File: src/rtl/fifo_rd_stream_if.sv
// FIFO read port plus registered valid/ready output stream for the read-side drain engine.
interface fifo_rd_stream_if #(
    parameter int DATA_WIDTH = 8
);
    logic                  rd_empty;
    logic [DATA_WIDTH-1:0] data_out;
    logic                  rdreq;
    logic                  m_valid;
    logic [DATA_WIDTH-1:0] m_data;
    logic                  m_ready;

    modport master (
        input  rd_empty,
        input  data_out,
        output rdreq,
        output m_valid,
        output m_data,
        input  m_ready
    );

    modport slave (
        output rd_empty,
        output data_out,
        input  rdreq,
        input  m_valid,
        input  m_data,
        output m_ready
    );
endinterface

File: src/rtl/fifo_rd_stream.sv
// Read-side drain engine: issues FIFO reads against a credit-tracked output buffer
// and presents the returned words as a valid/ready stream, in order and exactly once.
module fifo_rd_stream #(
    parameter int DATA_WIDTH   = 8,
    parameter int READ_LATENCY = 1,
    parameter int BUF_DEPTH    = 2,
    parameter int CNT_WIDTH    = 16
) (
    input  logic                 clk,
    input  logic                 rst,
    fifo_rd_stream_if.master     bus,
    output logic [CNT_WIDTH-1:0] xfer_cnt
);
    localparam int OCC_W = $clog2(BUF_DEPTH + 1);
    localparam int PTR_W = (BUF_DEPTH > 1) ? $clog2(BUF_DEPTH) : 1;
    localparam int CRD_W = OCC_W + 1;
    localparam logic [PTR_W-1:0] LAST_PTR = PTR_W'(BUF_DEPTH - 1);
    localparam logic [CRD_W-1:0] DEPTH_C  = CRD_W'(BUF_DEPTH);

    logic [DATA_WIDTH-1:0]   buf_mem [BUF_DEPTH];
    logic [PTR_W-1:0]        head;
    logic [PTR_W-1:0]        tail;
    logic [OCC_W-1:0]        occ;
    logic [READ_LATENCY-1:0] infl;
    logic [OCC_W-1:0]        inflight;
    logic [CRD_W-1:0]        credit_used;
    logic                    pop;
    logic                    issue;
    logic                    ret;

    assign pop   = bus.m_valid & bus.m_ready;
    assign issue = bus.rdreq;
    assign ret   = infl[READ_LATENCY-1];

    always_comb begin
        inflight = '0;
        for (int unsigned i = 0; i < READ_LATENCY; i++) begin
            inflight = inflight + OCC_W'(infl[i]);
        end
    end

    // A pop this cycle frees its slot before the next edge, so it counts as a credit now.
    always_comb begin
        credit_used = CRD_W'(occ) + CRD_W'(inflight) - CRD_W'(pop);
    end

    assign bus.rdreq   = ~rst & ~bus.rd_empty & (credit_used < DEPTH_C);
    assign bus.m_valid = (occ != '0);
    assign bus.m_data  = buf_mem[head];

    generate
        if (READ_LATENCY == 1) begin : g_infl_single
            always_ff @(posedge clk or posedge rst) begin
                if (rst) infl <= '0;
                else     infl <= issue;
            end
        end else begin : g_infl_shift
            always_ff @(posedge clk or posedge rst) begin
                if (rst) infl <= '0;
                else     infl <= {infl[READ_LATENCY-2:0], issue};
            end
        end
    endgenerate

    always_ff @(posedge clk or posedge rst) begin
        if (rst) begin
            head     <= '0;
            tail     <= '0;
            occ      <= '0;
            xfer_cnt <= '0;
            for (int unsigned i = 0; i < BUF_DEPTH; i++) begin
                buf_mem[i] <= '0;
            end
        end else begin
            if (ret) begin
                buf_mem[tail] <= bus.data_out;
                tail          <= (tail == LAST_PTR) ? '0 : tail + 1'b1;
            end
            if (pop) begin
                head     <= (head == LAST_PTR) ? '0 : head + 1'b1;
                xfer_cnt <= xfer_cnt + 1'b1;
            end
            occ <= occ + OCC_W'(ret) - OCC_W'(pop);
        end
    end
endmodule

File: src/flat_wrapper.sv
// flat-port wrapper written by rule: the top's interface ports become plain ports
module fifo_rd_stream_flat 
#(
    parameter int DATA_WIDTH   = 8,
    parameter int READ_LATENCY = 1,
    parameter int BUF_DEPTH    = 2,
    parameter int CNT_WIDTH    = 16
)
  (clk, rst, xfer_cnt, bus_rd_empty, bus_data_out, bus_rdreq, bus_m_valid, bus_m_data, bus_m_ready);
  fifo_rd_stream_if #(.DATA_WIDTH(DATA_WIDTH)) bus_i ();
  input  logic clk;
  input  logic rst;
  output logic [CNT_WIDTH-1:0] xfer_cnt;
  input wire logic [$bits(bus_i.rd_empty)-1:0] bus_rd_empty;
  input wire logic [$bits(bus_i.data_out)-1:0] bus_data_out;
  output wire logic [$bits(bus_i.rdreq)-1:0] bus_rdreq;
  output wire logic [$bits(bus_i.m_valid)-1:0] bus_m_valid;
  output wire logic [$bits(bus_i.m_data)-1:0] bus_m_data;
  input wire logic [$bits(bus_i.m_ready)-1:0] bus_m_ready;
  assign bus_i.rd_empty = bus_rd_empty;
  assign bus_i.data_out = bus_data_out;
  assign bus_rdreq = bus_i.rdreq;
  assign bus_m_valid = bus_i.m_valid;
  assign bus_m_data = bus_i.m_data;
  assign bus_i.m_ready = bus_m_ready;
  fifo_rd_stream #(.DATA_WIDTH(DATA_WIDTH), .READ_LATENCY(READ_LATENCY), .BUF_DEPTH(BUF_DEPTH), .CNT_WIDTH(CNT_WIDTH)) u_core (.clk(clk), .rst(rst), .bus(bus_i), .xfer_cnt(xfer_cnt));
endmodule
File: config.mk
export PLATFORM = sky130hd
export DESIGN_NAME = fifo_rd_stream_flat
export DESIGN_NICKNAME = d
export VERILOG_FILES = /design/src/rtl/fifo_rd_stream_if.sv /design/src/rtl/fifo_rd_stream.sv /design/src/flat_wrapper.sv
export SDC_FILE = /design/constraint.sdc
export NUM_CORES = 1
export LEC_CHECK = 0
export ABC_AREA = 0
export CAP_MARGIN = 20
export CORE_MARGIN = 2
export CORE_UTILIZATION = 51
export CTS_BUF_LIST = sky130_fd_sc_hd__clkbuf_4
export DETAILED_ROUTE_END_ITERATION = 12
export PLACE_DENSITY_LB_ADDON = 0.08
export SYNTH_ARGS = -nofsm -noshare
export SYNTH_HDL_FRONTEND = slang
export SYNTH_SLANG_ARGS = --single-unit
export TNS_END_PERCENT = 100
File: constraint.sdc
create_clock -name clk -period 2.25 [get_ports clk]
set_input_delay 0.225 -clock clk [delete_from_list [all_inputs] [get_ports clk]]
set_output_delay 0.225 -clock clk [all_outputs]
set_load 0.02 [all_outputs]
==> flow_summary.json, run 1 <==
{
  "dr_total_vias": 1083,
  "final_common_cell": "dfrtp_1",
  "drv_slew": 0,
  "ys_warn_count": 0,
  "synth_seq_area_share_pct": 56.0,
  "boundaryPins": 38,
  "avgViaCountPerCell": 5.08,
  "multi_input_area_um2": 703,
  "drt-wirelength-per-cell_um": 13.6,
  "post-route-min-period_ns": 2.56,
  "dr.first_iter.drc_count": 16,
  "cts_buffer_depth": 2,
  "track_usage_pct": 18.1,
  "synth-seq-cells": 37,
  "final.setup_skew_ns": 0.00678,
  "cp_max_fo": 2,
  "tightest_slew_ns": 0.453,
  "seq_area_um2": 926,
  "status": "finished with violations",
  "place_ws_ns": -0.669,
  "crit_chain": "o21a_1, ha_1, inv_1, ha_1, fa_2, nor4_4, buf_4",
  "p_per_area_mw_per_mm2": 1240,
  "clockRootBuffer": "clkbuf_4",
  "htree_levels": 2,
  "final.period_utilization_pct": 114,
  "antenna_found_initial": 0,
  "start_kind": "register",
  "required_ns": 2.03,
  "cts.hold.buffers_added": 0,
  "fmax_mhz": 391,
  "place_congestion": 0.712,
  "synth-edff-count": 0,
  "postRouteAntennaNets": 0,
  "floorplan.initialDensity_pct": 53.7,
  "leakage_nw": 0.963,
  "max_slew_margin_pct": 69.8,
  "rsz0062_at_grt": "true",
  "cp-end-kind": "primary output",
  "final_util_pct": 70.4,
  "clock_latency_ns": 0.34,
  "drcViolationCount": 0,
  "grt_util_met1_pct": 20.6,
  "final_cell_mix": "37 x dfrtp_1, 36 x clkdlybuf4s50_1, 25 x mux2_2",
  "p_clk_share_pct": 12.3,
  "syn_avg_cell_area_um2": 13.6,
  "seq_power_share_pct": 40.8,
  "setup_slack_ns": -0.306,
  "hold_class": "input port to async pin",
  "wl_um": 2900,
  "pwr-share-comb_pct": 46.9,
  "grtUsageMet2_pct": 30.0,
  "netlist_instances": 122,
  "grt.busiest_layer": "met2",
  "grt_pass1_vias": 1101,
  "overflow": 0,
  "switchingPower_uw": 945,
  "cts_sinks": 37,
  "grt_pass1_wl_um": 4780,
  "core_area_mm2": 0.00308,
  "violations": "setup timing",
  "synth_flop_cell": "dfrtp_1",
  "drv_cap": 0,
  "place_hpwl_um": 2090,
  "synthToLayoutAreaGrowth_pct": 31.1,
  "switching_share_pct": 35.2,
  "yosys.cell_types.count": 26,
  "grt_max_degree": 38,
  "netlist_area_mm2": 0.00165,
  "intPower_mw": 1.74,
  "path_buf_inv": 2,
  "async_flop_share_pct": 100,
  "tritoncts": "yes",
  "cts_inserted_buffers": 5,
  "num_rows": 20,
  "worstPathArrival_ns": 2.33,
  "die_height_um": 61.0,
  "synthesis.nets": 138,
  "crit_family": "adder cells",
  "setup_viol_count_final": 1,
  "cts_setup_buffers": 0,
  "dr.pass1.iters": 4,
  "fillers": 246,
  "hold_viol": 0,
  "io_buffers": 37,
  "die_area_mm2": 0.00371,
  "vdd_ir_drop_max_uv": 663,
  "drive_gt1_share_pct": 27.8,
  "antenna_cells": 0,
  "finalPower_mw": 2.69,
  "grt_use_met3_pct": 5.97,
  "slowest_delay_ns": 0.47,
  "die_w_um": 61.0,
  "clk_pin_slew_worst_paths_ns": 0.10,
  "fin_tns_setup_ns": -0.306,
  "critical_path_class": "register to primary output",
  "final_nets": 185,
  "cp_common_cell": "ha_1",
  "cpMaxStageDelayCell": "fa_2"
}
## cell usage after synthesis, types with 3 or more instances
library cell  count  share of area [%]
inv_1             6                1.4
xor2_1            7                3.7
nand4_1           3                1.1
nand3_1           3               0.91
nand2_1           8                1.8
nor2_1            4               0.91
ha_1              3                2.3
dfrtp_1          37                 56
mux2_2           25                 17
xnor2_1          10                5.3
## registers in the layout, summed over array words and instances, names as in the netlist
| signal | cells |
|---|---|
| u_core.occ | 2 |
| u_core.buf_mem | 16 |
| u_core.head | 1 |
| u_core.infl | 1 |
| u_core.xfer_cnt | 16 |
| u_core.tail | 1 |
## final timing paths
check                                       to           startpoint  slack [ns]  cells past startpoint
min                          u_core.buf_mem[7]                  rst        0.39                      3
max in group asynchronous   u_core.xfer_cnt[7]                  rst        1.54                      3
max reg2reg                        u_core.infl        u_core.occ[0]        0.36                      6
min reg2reg                u_core.xfer_cnt[15]  u_core.xfer_cnt[15]        0.47                      1
min in group clk           u_core.xfer_cnt[15]  u_core.xfer_cnt[15]        0.47                      1
max                                  bus_rdreq        u_core.occ[0]       -0.31                      7
## metrics by stage
| step | instances | area (um^2) | hold WS (ns) |
|---|---|---|---|
| final | 213 | 2170 | 0.386 |
| after detailed placement | 206 | 2120 | 0.461 |
| after global routing | 213 | 2170 | 0.426 |
| after CTS | 213 | 2170 | 0.401 |
| after global placement | 206 | 2120 | 0.454 |
| after floorplan | 122 | 1670 | 0.322 |
## logic make-up (layout without fill, tap and decap cells)
kind of cell / count (synthesis) / in the layout / synth area share [%]
adder cells (fa/ha/maj): 4 / 4 / 3.48
buffers and inverters: 9 / 56 / 2.57
flip-flops: 37 / 37 / 56.0
multiplexers: 25 / 25 / 17.0
AND/OR/NAND/NOR: 27 / 27 / 9.76
AO/OA/AOI/OAI: 2 / 2 / 1.21
XOR/XNOR: 18 / 18 / 9.98
## area by class of cell
| cell class | count | share of cell area, % |
|---|---|---|
| clock buffers | 6 | 2.08 |
| clock inverters | 1 | 0.173 |
| inverters | 6 | 1.04 |
| multi-input cells | 76 | 32.4 |
| flip-flops and latches | 37 | 42.7 |
| well taps | 44 | 2.54 |
| repair buffers | 43 | 19.0 |
## layer usage
| layer | vias up | part of all wire (%) |
|---|---|---|
| li1 | 513 | - |
| met1 | 538 | 42 |
| met2 | 26 | 51 |
| met3 | 6 | 5.3 |
| met4 | 0 | 1.7 |
| met5 | - | 0 |
## power by group through the flow
stage / clock [mW] / combinational, mW / sequential (mW)
finish: 0.330 / 1.26 / 1.10
global route: 0.378 / 1.35 / 1.14
CTS: 0.345 / 1.28 / 1.10
detailed placement: 0 / 1.27 / 1.11
global placement: 0 / 1.23 / 1.10
floorplan: 0 / 0.751 / 1.12
## what timing repair did
action | 4_1_cts | 5_1_grt
gates resized for setup | 6 | 0
endpoints found under the setup margin | 1 | 1
pin swaps | 0 | 0
endpoints found under the hold margin | 0 | 0
## worst min-delay path, stage by stage
cell and delay, ns:
clkdlybuf4s50_1 0.46, inv_1 0.08, buf_4 0.40
Note: power is estimated with default switching activity, not from simulation.
==> run 2, diff against run 1 <==
--- a/config.mk
+++ b/config.mk
@@ -12,6 +12,7 @@
 export CTS_BUF_LIST = sky130_fd_sc_hd__clkbuf_4
 export DETAILED_ROUTE_END_ITERATION = 12
 export PLACE_DENSITY_LB_ADDON = 0.08
+export SLEW_MARGIN = 20
 export SYNTH_ARGS = -nofsm -noshare
 export SYNTH_HDL_FRONTEND = slang
 export SYNTH_SLANG_ARGS = --single-unit
==> results of run 2 <==
Same layout as run 1: the final DEF is identical, and so are final timing and power.
